<file path="config.mk">
export PLATFORM = sky130hd
export DESIGN_NAME = pwm_capture
export DESIGN_NICKNAME = d
export VERILOG_FILES = /design/src/rtl/pwm_capture.sv
export SDC_FILE = /design/constraint.sdc
export NUM_CORES = 1
export LEC_CHECK = 0
export CAP_MARGIN = 40
export CORE_MARGIN = 2
export CORE_UTILIZATION = 45
export CTS_BUF_LIST = sky130_fd_sc_hd__clkbuf_16
export CTS_CLUSTER_SIZE = 20
export DETAILED_ROUTE_END_ITERATION = 10
export PLACE_DENSITY = 0.66
export SYNTH_ARGS = -nofsm -noshare
export SYNTH_HDL_FRONTEND = slang
export SYNTH_SLANG_ARGS = --single-unit
</file>
<file path="constraint.sdc">
create_clock -name clk -period 2.9 [get_ports clk]
set_input_delay 0.58 -clock clk [delete_from_list [all_inputs] [get_ports clk]]
set_output_delay 0.58 -clock clk [all_outputs]
set_load 0.005 [all_outputs]
</file>
<file path="src/rtl/pwm_capture.sv">
// pwm_capture: measures high time and period of an async PWM input.
// Optional glitch filter on the synchronized input: PWM_CAPTURE_FILTER_EN.
module pwm_capture #(
  parameter int CNT_W      = 16,
  parameter int FILTER_LEN = 3
) (
  input  logic             clk,
  input  logic             reset_n,
  input  logic             enable,
  input  logic             pwm_in,
  output logic [CNT_W-1:0] high_cnt,
  output logic [CNT_W-1:0] period_cnt,
  output logic             meas_valid,
  output logic             stuck_high,
  output logic             stuck_low
);

  typedef enum logic [1:0] {
    IDLE,
    ARM,
    MEASURE
  } state_t;

  localparam logic [CNT_W-1:0] MAX = '1;
  localparam logic [CNT_W-1:0] ONE = CNT_W'(1);

  logic [1:0] sync_q;
  logic       pwm_s;
  logic       lvl;
  logic       rise;

  always_ff @(posedge clk or negedge reset_n) begin
    if (!reset_n) begin
      sync_q <= '0;
    end else begin
      sync_q <= {sync_q[0], pwm_in};
    end
  end

`ifdef PWM_CAPTURE_FILTER_EN
  // Window holds the newest sample plus FILTER_LEN-1 older ones.
  logic [FILTER_LEN-2:0] hist;
  logic [FILTER_LEN-1:0] win;
  logic                  filt_q;

  assign win = {hist, sync_q[1]};

  always_comb begin
    pwm_s = filt_q;
    if (&win) begin
      pwm_s = 1'b1;
    end else if (~|win) begin
      pwm_s = 1'b0;
    end
  end

  always_ff @(posedge clk or negedge reset_n) begin
    if (!reset_n) begin
      hist   <= '0;
      filt_q <= 1'b0;
    end else begin
      hist   <= win[FILTER_LEN-2:0];
      filt_q <= pwm_s;
    end
  end
`else
  logic unused_filt;

  assign unused_filt = |FILTER_LEN;
  assign pwm_s       = sync_q[1];
`endif

  // lvl and rise are aligned: rise marks the first high cycle of lvl.
  always_ff @(posedge clk or negedge reset_n) begin
    if (!reset_n) begin
      lvl  <= 1'b0;
      rise <= 1'b0;
    end else begin
      lvl  <= pwm_s;
      rise <= pwm_s & ~lvl;
    end
  end

  state_t           state;
  state_t           state_d;
  logic [CNT_W-1:0] per_ctr;
  logic [CNT_W-1:0] per_d;
  logic [CNT_W-1:0] high_ctr;
  logic [CNT_W-1:0] high_d;
  logic [CNT_W-1:0] hc_d;
  logic [CNT_W-1:0] pc_d;
  logic             mv_d;
  logic             sh_d;
  logic             sl_d;

  always_ff @(posedge clk or negedge reset_n) begin
    if (!reset_n) begin
      state      <= IDLE;
      per_ctr    <= '0;
      high_ctr   <= '0;
      high_cnt   <= '0;
      period_cnt <= '0;
      meas_valid <= 1'b0;
      stuck_high <= 1'b0;
      stuck_low  <= 1'b0;
    end else begin
      state      <= state_d;
      per_ctr    <= per_d;
      high_ctr   <= high_d;
      high_cnt   <= hc_d;
      period_cnt <= pc_d;
      meas_valid <= mv_d;
      stuck_high <= sh_d;
      stuck_low  <= sl_d;
    end
  end

  always_comb begin
    state_d = state;
    per_d   = per_ctr;
    high_d  = high_ctr;
    hc_d    = high_cnt;
    pc_d    = period_cnt;
    mv_d    = 1'b0;
    sh_d    = stuck_high;
    sl_d    = stuck_low;
    if (!enable) begin
      state_d = IDLE;
      per_d   = '0;
      high_d  = '0;
    end else begin
      unique case (state)
        IDLE: begin
          state_d = ARM;
          per_d   = '0;
          high_d  = '0;
        end
        ARM: begin
          if (rise) begin
            state_d = MEASURE;
            per_d   = ONE;
            high_d  = ONE;
            sh_d    = 1'b0;
            sl_d    = 1'b0;
          end
        end
        MEASURE: begin
          if (rise) begin
            pc_d   = per_ctr;
            hc_d   = high_ctr;
            mv_d   = 1'b1;
            sh_d   = 1'b0;
            sl_d   = 1'b0;
            per_d  = ONE;
            high_d = ONE;
          end else if (per_ctr == MAX) begin
            // No edge in the whole counter range: report a static input.
            state_d = ARM;
            mv_d    = 1'b1;
            pc_d    = MAX;
            hc_d    = lvl ? MAX : '0;
            sh_d    = lvl;
            sl_d    = ~lvl;
            per_d   = '0;
            high_d  = '0;
          end else begin
            per_d = per_ctr + ONE;
            if (lvl && high_ctr != MAX) begin
              high_d = high_ctr + ONE;
            end
          end
        end
        default: begin
          state_d = IDLE;
        end
      endcase
    end
  end

endmodule

</file>
==> impl_metrics.ini <==
[die]
die_area_um2 = 8440
ios = 39
start_util_pct = 45.7
die_h_um = 91.9
die_w_um = 91.9
rows = 32
core_region_area_um2 = 7610

[clock_tree]
htreeDepth = 3
clk_pin_slew_ns = 0.06
cts_buffers = 9
cts_sinks = 73
cts_tree = yes
cts_resized = 0
clockBufferDepth = 2
ctsHoldBuffers = 0
clock_latency_ns = 0.33
post-cts-setup-buffer-count = 0
root_buffer = clkbuf_16

[place]
dp_hpwl_um = 4900
postPlaceCellArea_um2 = 4000
numPortBuffers = 38
gp_congestion = 0.874

[power]
p_leak_uw = 0.00187
p_per_area_nw_per_um2 = 652
ir_drop_uv = 346
power_uw = 2810

[worst_setup_path]
end_kind = flip-flop
crit_arrival_ns = 2.57
cp_max_fo = 9
crit_slowest_cell = or4_1
path_buf_inv = 0
crit_type = flip-flop to flip-flop
cp-start-kind = flip-flop
crit_path_cell_trace = ha_1 -> nand3_1 -> o41a_1 -> or4_1 -> a41o_1
critPathTopFamily = compound AO/OA/AOI/OAI gates
cpPeakStageDelay_ns = 0.61
cp.required_ns = 3.12

[logic_synthesis]
synthTopCellsByCount = dfrtp_1, o21ai_0, nand2_1, nor3_1, a21oi_1
synthesis.area_um2 = 3470
ys_async_sr_fraction_pct = 100
synth_area_per_cell_um2 = 9.76
synth.most_common_cell = dfrtp_1
seq_area_frac_synth_pct = 52.6
syn_inst = 356
yosys-top-cells-area = dfrtp_1, o21ai_0, o22a_1
synth_edf_count = 0
synth_top_area_share_pct = 52.6
synth_ff_type = dfrtp_1
synthDistinctLibCells = 46
synth_fp_nets = 365
ys_ff_latch = 73
yosysWarnings = 0
synth_top_cell_by_area = dfrtp_1

[timing]
setup_violations = 0
slew_viol_final = 0
finClkSkew_ns = 0.00432
worst_pin_slew_ns = 0.711
grt_setup_unrepaired = false
tns_ns = 0
period_minus_slack_ns = 2.35
max_freq_ghz = 0.426
finalCritPeriodShare_pct = 80.9
hold_violations = 0
slew_headroom_pct = 52.5

[global_route]
grt-ovfl-total = 0
grt_pass1_vias = 2691
grt_first_pass_wirelength_um = 13200
grt_usage_pct = 19.8
antenna_found_initial = 0
grt_max_degree = 74

[routing]
drc_errors = 0
vias = 2821
wl_per_cell_um = 14.9
first_pass_iters = 4
avgViaCountPerCell = 5.61
ant_nets = 0
drt_iter0_drc = 126
wirelength_um = 7520

[min_path]
hold_class = input port to asynchronous set/reset pin

[final_layout]
diodes = 0
drive_gt1_share_pct = 9.73
finalInstanceArea_um2 = 4310
layout.nets = 405
area_growth_pct = 24.1

[outcome]
status = finished, final reports clean

[job]
drv_cap = 0
[state kept, by name (all words and copies together), names as in the netlist]
signal      cells
high_cnt       16
period_cnt     16
sync_q          2
stuck_low       1
high_ctr       16
state           2
lvl             1
rise            1
per_ctr        16
meas_valid      1
stuck_high      1
[path summary, 6_finish.rpt]
| path | start | slack [ns] | cells after the start | to |
|---|---|---|---|---|
| max | high_ctr[0] | 0.55 | 5 | high_ctr[8] |
| max reg2reg | high_ctr[0] | 0.55 | 5 | high_ctr[8] |
| min in group clk | sync_q[0] | 0.35 | 0 | sync_q[1] |
| max in group asynchronous | reset_n | 2.32 | 2 | per_ctr[3] |
| min | reset_n | 0.27 | 2 | high_cnt[15] |
| min reg2reg | sync_q[0] | 0.35 | 0 | sync_q[1] |
[worst reg2reg max path, cell delays in order, from the launching register on]
cell and delay [ns]:
dfrtp_1 0.41, ha_1 0.23, nand3_1 0.18, o41a_1 0.50, or4_1 0.61, a41o_1 0.30
[layout by cell type, fill, tap and decap left out, drive strengths merged, types with 8 or more instances in the layout]
| cell type | instances |
|---|---|
| a21oi | 23 |
| dfrtp | 73 |
| o21ai | 49 |
| o22a | 16 |
| clkbuf | 9 |
| buf | 15 |
| nand2 | 37 |
| and3 | 12 |
| nand3 | 18 |
| nor3 | 24 |
| nand4 | 11 |
| nor2 | 14 |
| clkdlybuf4s50 | 37 |
| inv | 8 |
[power by group]
group          total [uW]  switching [uW]  internal [uW]
Combinational         473             194            279
Clock                1150             407            744
Sequential           1190            61.9           1130
[stage by stage]
| stage | instances | util (%) | setup WS (ns) | hold WS [ns] |
|---|---|---|---|---|
| 2_1_floorplan | 356 | - | 0.777 | 0.284 |
| 3_3_place_gp | 487 | 52.6 | 0.465 | 0.333 |
| 3_5_place_dp | 487 | 52.6 | 0.431 | 0.341 |
| 4_1_cts | 503 | 56.7 | 0.535 | 0.293 |
| 5_1_grt | 503 | 56.7 | 0.303 | 0.314 |
| 6_report | 503 | 56.7 | 0.553 | 0.266 |
[per-layer routing]
layer | GRT usage, % | wire [um] | vias to the layer above
met3 | 4.03 | 286 | 19
li1 | - | - | 1391
met1 | 26.9 | 3550 | 1343
met2 | 30.1 | 3490 | 68
met5 | 0 | 0 | -
met4 | 9.95 | 181 | 0
[cell families (layout without fill, tap and decap cells)]
kind of cell	Yosys count	in the layout	share of synthesized area [%]
AOI/OAI and AO/OA	105	105	18.9
xor gates and xnor gates	8	8	2.02
adders and majority gates	5	5	1.80
buffers and inverters	30	75	3.60
DFF	73	73	52.6
muxes	4	4	1.26
and+or+nand+nor	131	131	19.8
[cell type report]
| class | instances | area [um^2] |
|---|---|---|
| timing repair buffer | 52 | 493 |
| multi-input combinational | 253 | 1530 |
| clock buffer | 9 | 225 |
| sequential | 73 | 1830 |
| tap | 102 | 128 |
| fill | 691 | 3300 |
| clock inverter | 7 | 86.3 |
| inverter | 7 | 26.3 |
Power figures use the tool's default switching activity.
